`config.mk`:
```
export PLATFORM = sky130hd
export DESIGN_NAME = dmem_write_buffer
export DESIGN_NICKNAME = d
export VERILOG_FILES = /design/src/rtl/dmem_write_buffer.sv
export SDC_FILE = /design/constraint.sdc
export NUM_CORES = 2
export LEC_CHECK = 0
export BUFFER_PORTS_ARGS = -buffer_cell sky130_fd_sc_hd__buf_4
export CAP_MARGIN = 20
export CELL_PAD_IN_SITES_DETAIL_PLACEMENT = 2
export CELL_PAD_IN_SITES_GLOBAL_PLACEMENT = 2
export CORE_MARGIN = 2
export CORE_UTILIZATION = 42
export CTS_CLUSTER_SIZE = 10
export DETAILED_ROUTE_END_ITERATION = 10
export GPL_TIMING_DRIVEN = 1
export PLACE_DENSITY_LB_ADDON = 0.1
export SKIP_LAST_GASP = 1
export SLEW_MARGIN = 10
export SYNTH_ARGS = -nofsm -noshare
export SYNTH_HDL_FRONTEND = slang
export SYNTH_SLANG_ARGS = --single-unit
```
`constraint.sdc`:
```
create_clock -name clk -period 11.95 [get_ports clk]
set_input_delay 2.39 -clock clk [delete_from_list [all_inputs] [get_ports clk]]
set_output_delay 2.39 -clock clk [all_outputs]
set_load 0.1 [all_outputs]
```
`src/rtl/dmem_write_buffer.sv`:
```
// dmem_write_buffer
//   Posted write buffer between the L2 cache memory-side port and the slow
//   data memory. Dirty-line write-backs are absorbed into a small circular
//   FIFO so that L2 refills are not serialised behind slow memory writes.
//   A write to a line already held is merged into that entry, reads that hit
//   a held line are served from the buffer, and entries drain to memory in
//   FIFO order whenever the upstream side is idle.
//
// Ports
//   clk          system clock
//   proc_reset   asynchronous, active-high reset
//   proc_read    L2 line read request, held until proc_ready
//   proc_write   L2 line write request, held until proc_ready
//   proc_addr    L2 line address (byte address bits [31:4])
//   proc_wdata   L2 write line
//   proc_rdata   read line, valid while proc_ready=1
//   proc_ready   one-cycle completion pulse to L2
//   mem_read     memory read request, held until mem_ready
//   mem_write    memory write request, held until mem_ready
//   mem_addr     memory line address
//   mem_wdata    memory write line
//   mem_rdata    memory read line, valid with mem_ready
//   mem_ready    memory completion pulse
module dmem_write_buffer #(
  parameter int DEPTH  = 4,
  parameter int ADDR_W = 28,
  parameter int DATA_W = 128
) (
  input  logic              clk,
  input  logic              proc_reset,
  input  logic              proc_read,
  input  logic              proc_write,
  input  logic [ADDR_W-1:0] proc_addr,
  input  logic [DATA_W-1:0] proc_wdata,
  output logic [DATA_W-1:0] proc_rdata,
  output logic              proc_ready,
  output logic              mem_read,
  output logic              mem_write,
  output logic [ADDR_W-1:0] mem_addr,
  output logic [DATA_W-1:0] mem_wdata,
  input  logic [DATA_W-1:0] mem_rdata,
  input  logic              mem_ready
);

  localparam int PTR_W = $clog2(DEPTH);
  localparam int CNT_W = PTR_W + 1;

  typedef enum logic [1:0] {
    IDLE   = 2'd0,
    ACK    = 2'd1,
    RD_MEM = 2'd2,
    DRAIN  = 2'd3
  } state_t;

  state_t state_r;
  state_t state_s;

  // Entry storage
  logic [DEPTH-1:0]  valid_r;
  logic [ADDR_W-1:0] addr_r [DEPTH];
  logic [DATA_W-1:0] data_r [DEPTH];
  logic [PTR_W-1:0]  head_r;
  logic [PTR_W-1:0]  tail_r;
  logic [CNT_W-1:0]  count_r;

  // Lookup and decode
  logic [DEPTH-1:0]  hit_vec_s;
  logic              hit_s;
  logic [PTR_W-1:0]  hit_idx_s;
  logic              full_s;
  logic              empty_s;
  logic              idle_live_s;
  logic              rd_hit_s;
  logic              rd_miss_s;
  logic              merge_s;
  logic              push_s;
  logic              pop_s;
  logic              drain_go_s;
  logic              ack_go_s;

  // Next values of the registered outputs
  logic              proc_ready_s;
  logic [DATA_W-1:0] proc_rdata_s;
  logic              mem_read_s;
  logic              mem_write_s;
  logic [ADDR_W-1:0] mem_addr_s;
  logic [DATA_W-1:0] mem_wdata_s;

  for (genvar g = 0; g < DEPTH; g++) begin : g_hit
    assign hit_vec_s[g] = valid_r[g] && (addr_r[g] == proc_addr);
  end

  assign hit_s   = |hit_vec_s;
  assign full_s  = (count_r == CNT_W'(DEPTH));
  assign empty_s = (count_r == {CNT_W{1'b0}});

  // Encode the hit position; merging guarantees at most one hit, so OR-ing works
  always_comb begin
    hit_idx_s = {PTR_W{1'b0}};
    for (int i = 0; i < DEPTH; i++) begin
      hit_idx_s = hit_idx_s | ({PTR_W{hit_vec_s[i]}} & PTR_W'(i));
    end
  end

  // The cycle proc_ready is high the requester still holds the old request,
  // so IDLE does nothing in that cycle to avoid serving it twice.
  assign idle_live_s = (state_r == IDLE) && !proc_ready;
  assign rd_hit_s    = idle_live_s && proc_read && hit_s;
  assign rd_miss_s   = idle_live_s && proc_read && !hit_s;
  assign merge_s     = idle_live_s && proc_write && hit_s;
  assign push_s      = idle_live_s && proc_write && !hit_s && !full_s;
  assign drain_go_s  = idle_live_s &&
                       ((proc_write && !hit_s && full_s) ||
                        (!proc_read && !proc_write && !empty_s));
  assign ack_go_s    = rd_hit_s || merge_s || push_s;
  assign pop_s       = (state_r == DRAIN) && mem_ready;

  // State register
  always_ff @(posedge clk or posedge proc_reset) begin
    if (proc_reset) begin
      state_r <= IDLE;
    end else begin
      state_r <= state_s;
    end
  end

  // Next-state logic
  always_comb begin
    state_s = state_r;
    case (state_r)
      IDLE: begin
        if (ack_go_s) begin
          state_s = ACK;
        end else if (rd_miss_s) begin
          state_s = RD_MEM;
        end else if (drain_go_s) begin
          state_s = DRAIN;
        end else begin
          state_s = IDLE;
        end
      end
      ACK: state_s = IDLE;
      RD_MEM: begin
        if (mem_ready) begin
          state_s = ACK;
        end else begin
          state_s = RD_MEM;
        end
      end
      DRAIN: begin
        if (mem_ready) begin
          state_s = IDLE;
        end else begin
          state_s = DRAIN;
        end
      end
      default: state_s = IDLE;
    endcase
  end

  // Output logic: next values for the output registers
  always_comb begin
    proc_ready_s = 1'b0;
    proc_rdata_s = proc_rdata;
    mem_read_s   = mem_read;
    mem_write_s  = mem_write;
    mem_addr_s   = mem_addr;
    mem_wdata_s  = mem_wdata;
    case (state_r)
      IDLE: begin
        if (rd_hit_s) begin
          proc_rdata_s = data_r[hit_idx_s];
        end else if (rd_miss_s) begin
          mem_read_s = 1'b1;
          mem_addr_s = proc_addr;
        end else if (drain_go_s) begin
          mem_write_s = 1'b1;
          mem_addr_s  = addr_r[head_r];
          mem_wdata_s = data_r[head_r];
        end else begin
          proc_rdata_s = proc_rdata;
        end
      end
      ACK: proc_ready_s = 1'b1;
      RD_MEM: begin
        if (mem_ready) begin
          proc_rdata_s = mem_rdata;
          mem_read_s   = 1'b0;
        end else begin
          mem_read_s = 1'b1;
        end
      end
      DRAIN: begin
        if (mem_ready) begin
          mem_write_s = 1'b0;
        end else begin
          mem_write_s = 1'b1;
        end
      end
      default: begin
        mem_read_s  = 1'b0;
        mem_write_s = 1'b0;
      end
    endcase
  end

  // Output registers
  always_ff @(posedge clk or posedge proc_reset) begin
    if (proc_reset) begin
      proc_ready <= 1'b0;
      proc_rdata <= {DATA_W{1'b0}};
      mem_read   <= 1'b0;
      mem_write  <= 1'b0;
      mem_addr   <= {ADDR_W{1'b0}};
      mem_wdata  <= {DATA_W{1'b0}};
    end else begin
      proc_ready <= proc_ready_s;
      proc_rdata <= proc_rdata_s;
      mem_read   <= mem_read_s;
      mem_write  <= mem_write_s;
      mem_addr   <= mem_addr_s;
      mem_wdata  <= mem_wdata_s;
    end
  end

  // FIFO bookkeeping: valid bits, pointers and occupancy
  always_ff @(posedge clk or posedge proc_reset) begin
    if (proc_reset) begin
      valid_r <= {DEPTH{1'b0}};
      head_r  <= {PTR_W{1'b0}};
      tail_r  <= {PTR_W{1'b0}};
      count_r <= {CNT_W{1'b0}};
    end else if (push_s) begin
      valid_r[tail_r] <= 1'b1;
      tail_r          <= tail_r + PTR_W'(1'b1);
      count_r         <= count_r + CNT_W'(1'b1);
    end else if (pop_s) begin
      valid_r[head_r] <= 1'b0;
      head_r          <= head_r + PTR_W'(1'b1);
      count_r         <= count_r - CNT_W'(1'b1);
    end else begin
      count_r <= count_r;
    end
  end

  // Entry payload: new lines go to the tail, merges overwrite the hit entry
  always_ff @(posedge clk) begin
    if (push_s) begin
      addr_r[tail_r] <= proc_addr;
      data_r[tail_r] <= proc_wdata;
    end else if (merge_s) begin
      data_r[hit_idx_s] <= proc_wdata;
    end else begin
      data_r[hit_idx_s] <= data_r[hit_idx_s];
    end
  end

endmodule

```
# After elaboration in Yosys (flattened, before gate mapping)
# Memories as Yosys holds them, arrays and structs flattened. A register that Yosys moved wholly into a read port is not among the register bits.
# Index checks and enable logic that the tools add are counted.
[totals]
register_bits = 172
latchBits = 0
mem_bits_rw = 624
mem_bits_ro = 0
output_inout_bits = 287
n_memories = 2
[memory_table]
columns = ["name", "words", "width", "read_ports", "rd_ports_with_merged_regs", "wr", "line_no", "source"]
rows = [
  ["data_r", 4, 128, 2, 1, 1, "61", "logic [DATA_W-1:0] data_r [DEPTH];"],
  ["addr_r", 4, 28, 5, 0, 1, "60", "logic [ADDR_W-1:0] addr_r [DEPTH];"],
]
[op_classes]
n_addsub = 4
mul = 0
div = 0
order_cmp = 4
n_eq_ne = 14
n_shift = 0
muxes = 40
n_bitwise = 9
n_reduce_logical = 43
[ops]
columns = ["op", "count"]
rows = [
  ["$mux W128", 4],
  ["$pmux W128 S2", 1],
  ["$reduce_or A128 Y1", 1],
  ["$eq A28 B28 Y1", 4],
  ["$mux W28", 2],
  ["$logic_and A1 B1 Y1", 20],
  ["$mux W1", 18],
  ["$mux W2", 6],
  ["$ne A2 B2 Y1 const B", 6],
  ["$reduce_and A3 Y1", 3],
  ["$mux W4", 2],
  ["$pmux W2 S4", 1],
  ["$reduce_and A4 Y1", 2],
  ["$reduce_bool A2 Y1", 4],
  ["$logic_not A1 Y1", 6],
  ["$lt A2 B3 Y1 const B", 2],
  ["$mux W3", 2],
  ["$add A2 B1 Y2 const B", 2],
  ["$and A4 B4 Y4", 1],
  ["$demux W1 S2", 2],
  ["$eq A2 B2 Y1 const B", 2],
  ["$ge A2 B1 Y1 const B", 2],
  ["$not A4 Y4", 1],
  ["$or A4 B4 Y4", 1],
  ["other kinds (14)", 19],
]

# Logic depth before layout (Yosys ltp)
[logic_depth]
ltp_word = 12
ltp_mapped = 13
ltp_nobuf = 11

# Least setup slack after synthesis
# OpenSTA, ideal clock, no wires.
[synth_path]
kind = "input to register"
startpoint = "input proc_addr[27]"
endpoint = "memory data_r[2][0] (enable)"
setup_time_ns = 0.659
t_arrival_ns = 10.346
required_ns = 11.291
slack_ns = 0.945
stages = 12
n_path_buf = 4
cell_sequence = "buf_2 -> xor2_1 -> nor4_1 -> nor4b_2 -> nand4_1 -> a21boi_1 -> buf_6 -> clkinv_2 -> buf_6 -> buf_4 -> o21ai_0 -> o22ai_1"
[synth_between]
elab_chain_len = 11
[synth_rtl]
columns = ["item", "line_no", "source"]
rows = [
  ["start, declared", "33", "input logic [ADDR_W-1:0] proc_addr,"],
  ["$eq A28 B28 Y1", "90", "assign hit_vec_s[g] = valid_r[g] && (addr_r[g] == proc_addr);"],
  ["$logic_and A1 B1 Y1", "90", ""],
  ["$reduce_or A4 Y1", "93", "assign hit_s = |hit_vec_s;"],
  ["$logic_not A1 Y1", "111", "assign push_s = idle_live_s && proc_write && !hit_s && !full_s;"],
  ["$logic_and A1 B1 Y1 (2 in series)", "111", ""],
  ["$mux W1", "248", "if (push_s) begin"],
  ["$mux W1, on equally long branches", "252, 254", ""],
  ["$or A1 B1 Y1 (no line)", "n/a", ""],
  ["$reduce_or A128 Y1 (no line)", "n/a", ""],
  ["$mux W2 (no line) / $mux W1 (equally long branches)", "n/a", ""],
  ["end, declared", "61", ""],
]
# Several ways; a longest one is shown, not always the timed one.

# Final worst setup path
[layout_path]
startpoint = "input proc_addr[5]"
endpoint = "memory data_r[3][47] (data pin)"
[layout_between]
elab_chain_len = 11
[layout_rtl]
columns = ["item", "line_no"]
rows = [
  ["$eq A28 B28 Y1", "90"],
  ["$logic_and A1 B1 Y1", "90"],
  ["$reduce_or A4 Y1", "93"],
  ["$logic_not A1 Y1", "111"],
  ["$logic_and A1 B1 Y1 (2 in series)", "111"],
  ["$mux W1", "248"],
  ["$mux W1, on equally long branches", "252, 254"],
  ["$or A1 B1 Y1 (no line)", "n/a"],
  ["$reduce_or A128 Y1 (no line)", "n/a"],
  ["$mux W128 (no line) *", "n/a"],
]
# Every way passes the cells marked *; elsewhere a longest branch is shown, timed or not.

==> results.sh <==
export IMPL_pre_cts_slack_ns=4.43
export IMPL_fin_tns_setup_ns=0
export IMPL_total_power_mw=17.5
export IMPL_power_density_nw_per_um2=332
export IMPL_yosysUniqueCellTypes=47
export IMPL_max_cap_viol_count=0
export IMPL_cts_buffers=107
export IMPL_grt_max_degree=131
export IMPL_die_width_um=327
export IMPL_vdd_ir_drop_max_mv=0.251
export IMPL_num_vias=27900
export IMPL_root_buffer="clkbuf_16"
export IMPL_ys_warn_count=0
export IMPL_rr_endpoint="data_r[3][47]"
export IMPL_setup_ws_ns=5.11
export IMPL_yosysSeqAreaShare_pct=59.9
export IMPL_areaGrowthSynthToFinish_pct=19.9
export IMPL_cts_path_max_buffers=3
export IMPL_drv_slew=0
export IMPL_row_count=118
export IMPL_clk_latency_ns=0.68
export IMPL_synth_edf_count=624
export IMPL_hold_path_end="mem_wdata[17]"
export IMPL_cts_hold_buffers=0
export IMPL_fmax_mhz=146
export IMPL_r2r_start="addr_r[1][9]"
export IMPL_die_y_um=327
export IMPL_synth_seq_cells=924
export IMPL_antenna_found_initial=6
export IMPL_drc_errors=0
export IMPL_antenna_left=0
export IMPL_dp_hpwl_mm=94.0
export IMPL_ios=576
export IMPL_final_core_util_pct=50.7
export IMPL_stdcell_area_um2=52500
export IMPL_cp_end_kind="flop"
export IMPL_final_fill_count=9453
export IMPL_cts_tree="done"
export IMPL_wl_per_cell_um=31.3
export IMPL_crit_fanout=103
export IMPL_holdPathStages=1
export IMPL_worst_pin_slew_ns=1.37
export IMPL_grt_pass1_wl_mm=219
export IMPL_drt_first_pass_iters=5
export IMPL_path_clk_slew_ns=0.06
export IMPL_viasPerCell=5.86
export IMPL_start_util_pct=42.3
export IMPL_rr_worst_depth=11
export IMPL_timing_final_hold_violations=0
export IMPL_synth_main_ff_cell="edfxtp_1"
export IMPL_report_final_setup_viol=0
export IMPL_criticalPathCategory="primary input to flop"
export IMPL_rsz0062_at_grt="false"
export IMPL_cts_sinks=924
export IMPL_coreArea_um2=103000
export IMPL_gp_congestion=0.832
export IMPL_grt_pass1_vias=31600
export IMPL_synth_area_um2=43800
export IMPL_die_area_um2=107000
export IMPL_fin_crit_sh_pct=57.2
export IMPL_regToRegSetupSlack_ns=6.53
export IMPL_drive_above_1_share_pct=36.5
export IMPL_synthArstFlopShare_pct=32.5
export IMPL_critPathLaunchType="primary input"
export IMPL_min_period_ns=6.84
export IMPL_final_nets=3588
export IMPL_relSlewSlack_pct=8.53
export IMPL_avgSynthCellArea_um2=15.7
export IMPL_leakage_nw=19.8
export IMPL_io_buffers=575
export IMPL_syn_num_nets=3086
export IMPL_netlist_instances=2788
export IMPL_htreeDepth=3
export IMPL_cts_resized=0
export IMPL_grt_total_usage_pct=27.7
export IMPL_drt_total_wl_mm=149
export IMPL_cp_required_ns=12.36
export IMPL_hp_start="mem_wdata[17]"
export IMPL_arrival_ns=7.25
export IMPL_overflow=0
export IMPL_holdCritPathClass="flop to flop"
export IMPL_outcome="completed"
export IMPL_drt_iter0_markers=1953
export IMPL_post_cts_setup_buffers=0
export IMPL_place_area_um2=49300
export IMPL_fin_skew_ns=0.0242
[layout by cell type, fill, tap and decap left out, drive strengths merged, types with 9 or more instances in the layout]
master	synthesis	final
xnor2	82	82
or3	28	28
a21boi	128	128
a31oi	129	129
inv	9	11
mux4	156	156
o221a	29	29
nand4	32	32
dfrtp	300	300
xor2	33	33
mux2i	383	383
buf	129	615
nor4	16	16
nand2	19	19
clkbuf	93	190
nand3	9	9
edfxtp	624	624
mux2	385	385
nor2	141	141
[critical path, stage by stage]
cell     delay, ns
buf_4         0.15
xnor2_1       0.17
nand4_1       0.25
nor4_1        0.41
nand4_1       0.24
buf_12        0.39
nand2_4       0.68
buf_4         0.85
buf_4         0.70
mux2i_1       0.37
mux2i_1       0.14
mux2_2        0.35
[final cells by class]
class | instances | area [µm²] | share of cell area, %
clock inverter | 6 | 62.6 | 0.119
tap | 1380 | 1730 | 3.29
timing repair buffer | 615 | 4750 | 9.05
sequential | 924 | 26300 | 50.0
antenna | 2 | 5.00 | 0.00953
multi-input combinational | 1632 | 16500 | 31.4
inverter | 10 | 52.6 | 0.100
clock buffer | 190 | 3170 | 6.04
[cells by family (layout without fill, tap and decap cells)]
kind of cell / after synthesis / count (layout) / synth area share [%]
mux: 924 / 924 / 26.7
flops: 924 / 924 / 59.9
xor+xnor: 115 / 115 / 2.30
other cells: 0 / 2 / 0
fa+ha+maj: 9 / 9 / 0.274
compound gates: 309 / 309 / 5.12
buf+inv: 232 / 821 / 2.69
simple gates: 275 / 275 / 3.04
[stage by stage]
stage | cells | hold slack, ns
floorplan | 2788 | 0.468
global placement | 4556 | 0.477
detailed placement | 4560 | 0.485
CTS | 4756 | 0.499
global route | 4758 | 0.515
finish | 4759 | 0.495
[power by group]
| group | internal (mW) | switching (mW) |
|---|---|---|
| Combinational | 2.63 | 6.13 |
| Clock | 1.80 | 1.31 |
| Sequential | 4.81 | 0.779 |
| Total | 9.24 | 8.22 |
[worst max-delay path by stage]
stage	start	endpoint	slack, ns	cells past startpoint
6_report	proc_addr[5]	data_r[3][47]	5.11	12
5_1_grt	proc_addr[5]	data_r[0][45]	4.97	12
4_1_cts	proc_addr[9]	data_r[1][61]	5.11	12
3_5_place_dp	proc_addr[16]	data_r[0][93]	4.43	11
3_3_place_gp	proc_addr[8]	data_r[0][94]	4.56	11
2_1_floorplan	proc_addr[27]	data_r[2][0]	0.95	12
[synthesized netlist by cell type (8+ instances only)]
master    instances  area, µm²
nand4_1          31        194
a31oi_1         129        807
or3_1            28        175
nand3_1           9       45.0
nor4_1           16        100
nand2_1          19       71.3
xor2_1           33        289
inv_1             9       33.8
mux2_1          101       1140
a21boi_0         20        150
mux4_2          156       3510
a21boi_1        108        811
xnor2_1          82        718
buf_6            13        146
ha_1              8        100
nor2_1          140        526
edfxtp_1        624      18700
o221a_2          29        327
mux2i_1         383       3830
dfrtp_1         300       7510
buf_2            81        405
mux2_2          284       3200
clkbuf_1         92        345
buf_4            28        210
[routing by layer]
layer / track usage (%) / share of wire, % / vias up
li1: - / - / 11900
met1: 35.6 / 42 / 15000
met2: 47.2 / 50 / 777
met3: 5.06 / 5.3 / 216
met4: 9.55 / 3.1 / 10
met5: 0 / 0.040 / -
[state kept, by name, summed over array words and instances, names as in the netlist]
signal      count
addr_r        112
valid_r         4
mem_wdata     128
mem_write       1
head_r          2
data_r        512
mem_read        1
proc_rdata    128
count_r         3
tail_r          2
proc_ready      1
state_r         2
mem_addr       28
Note: power is estimated with default switching activity, not from simulation.
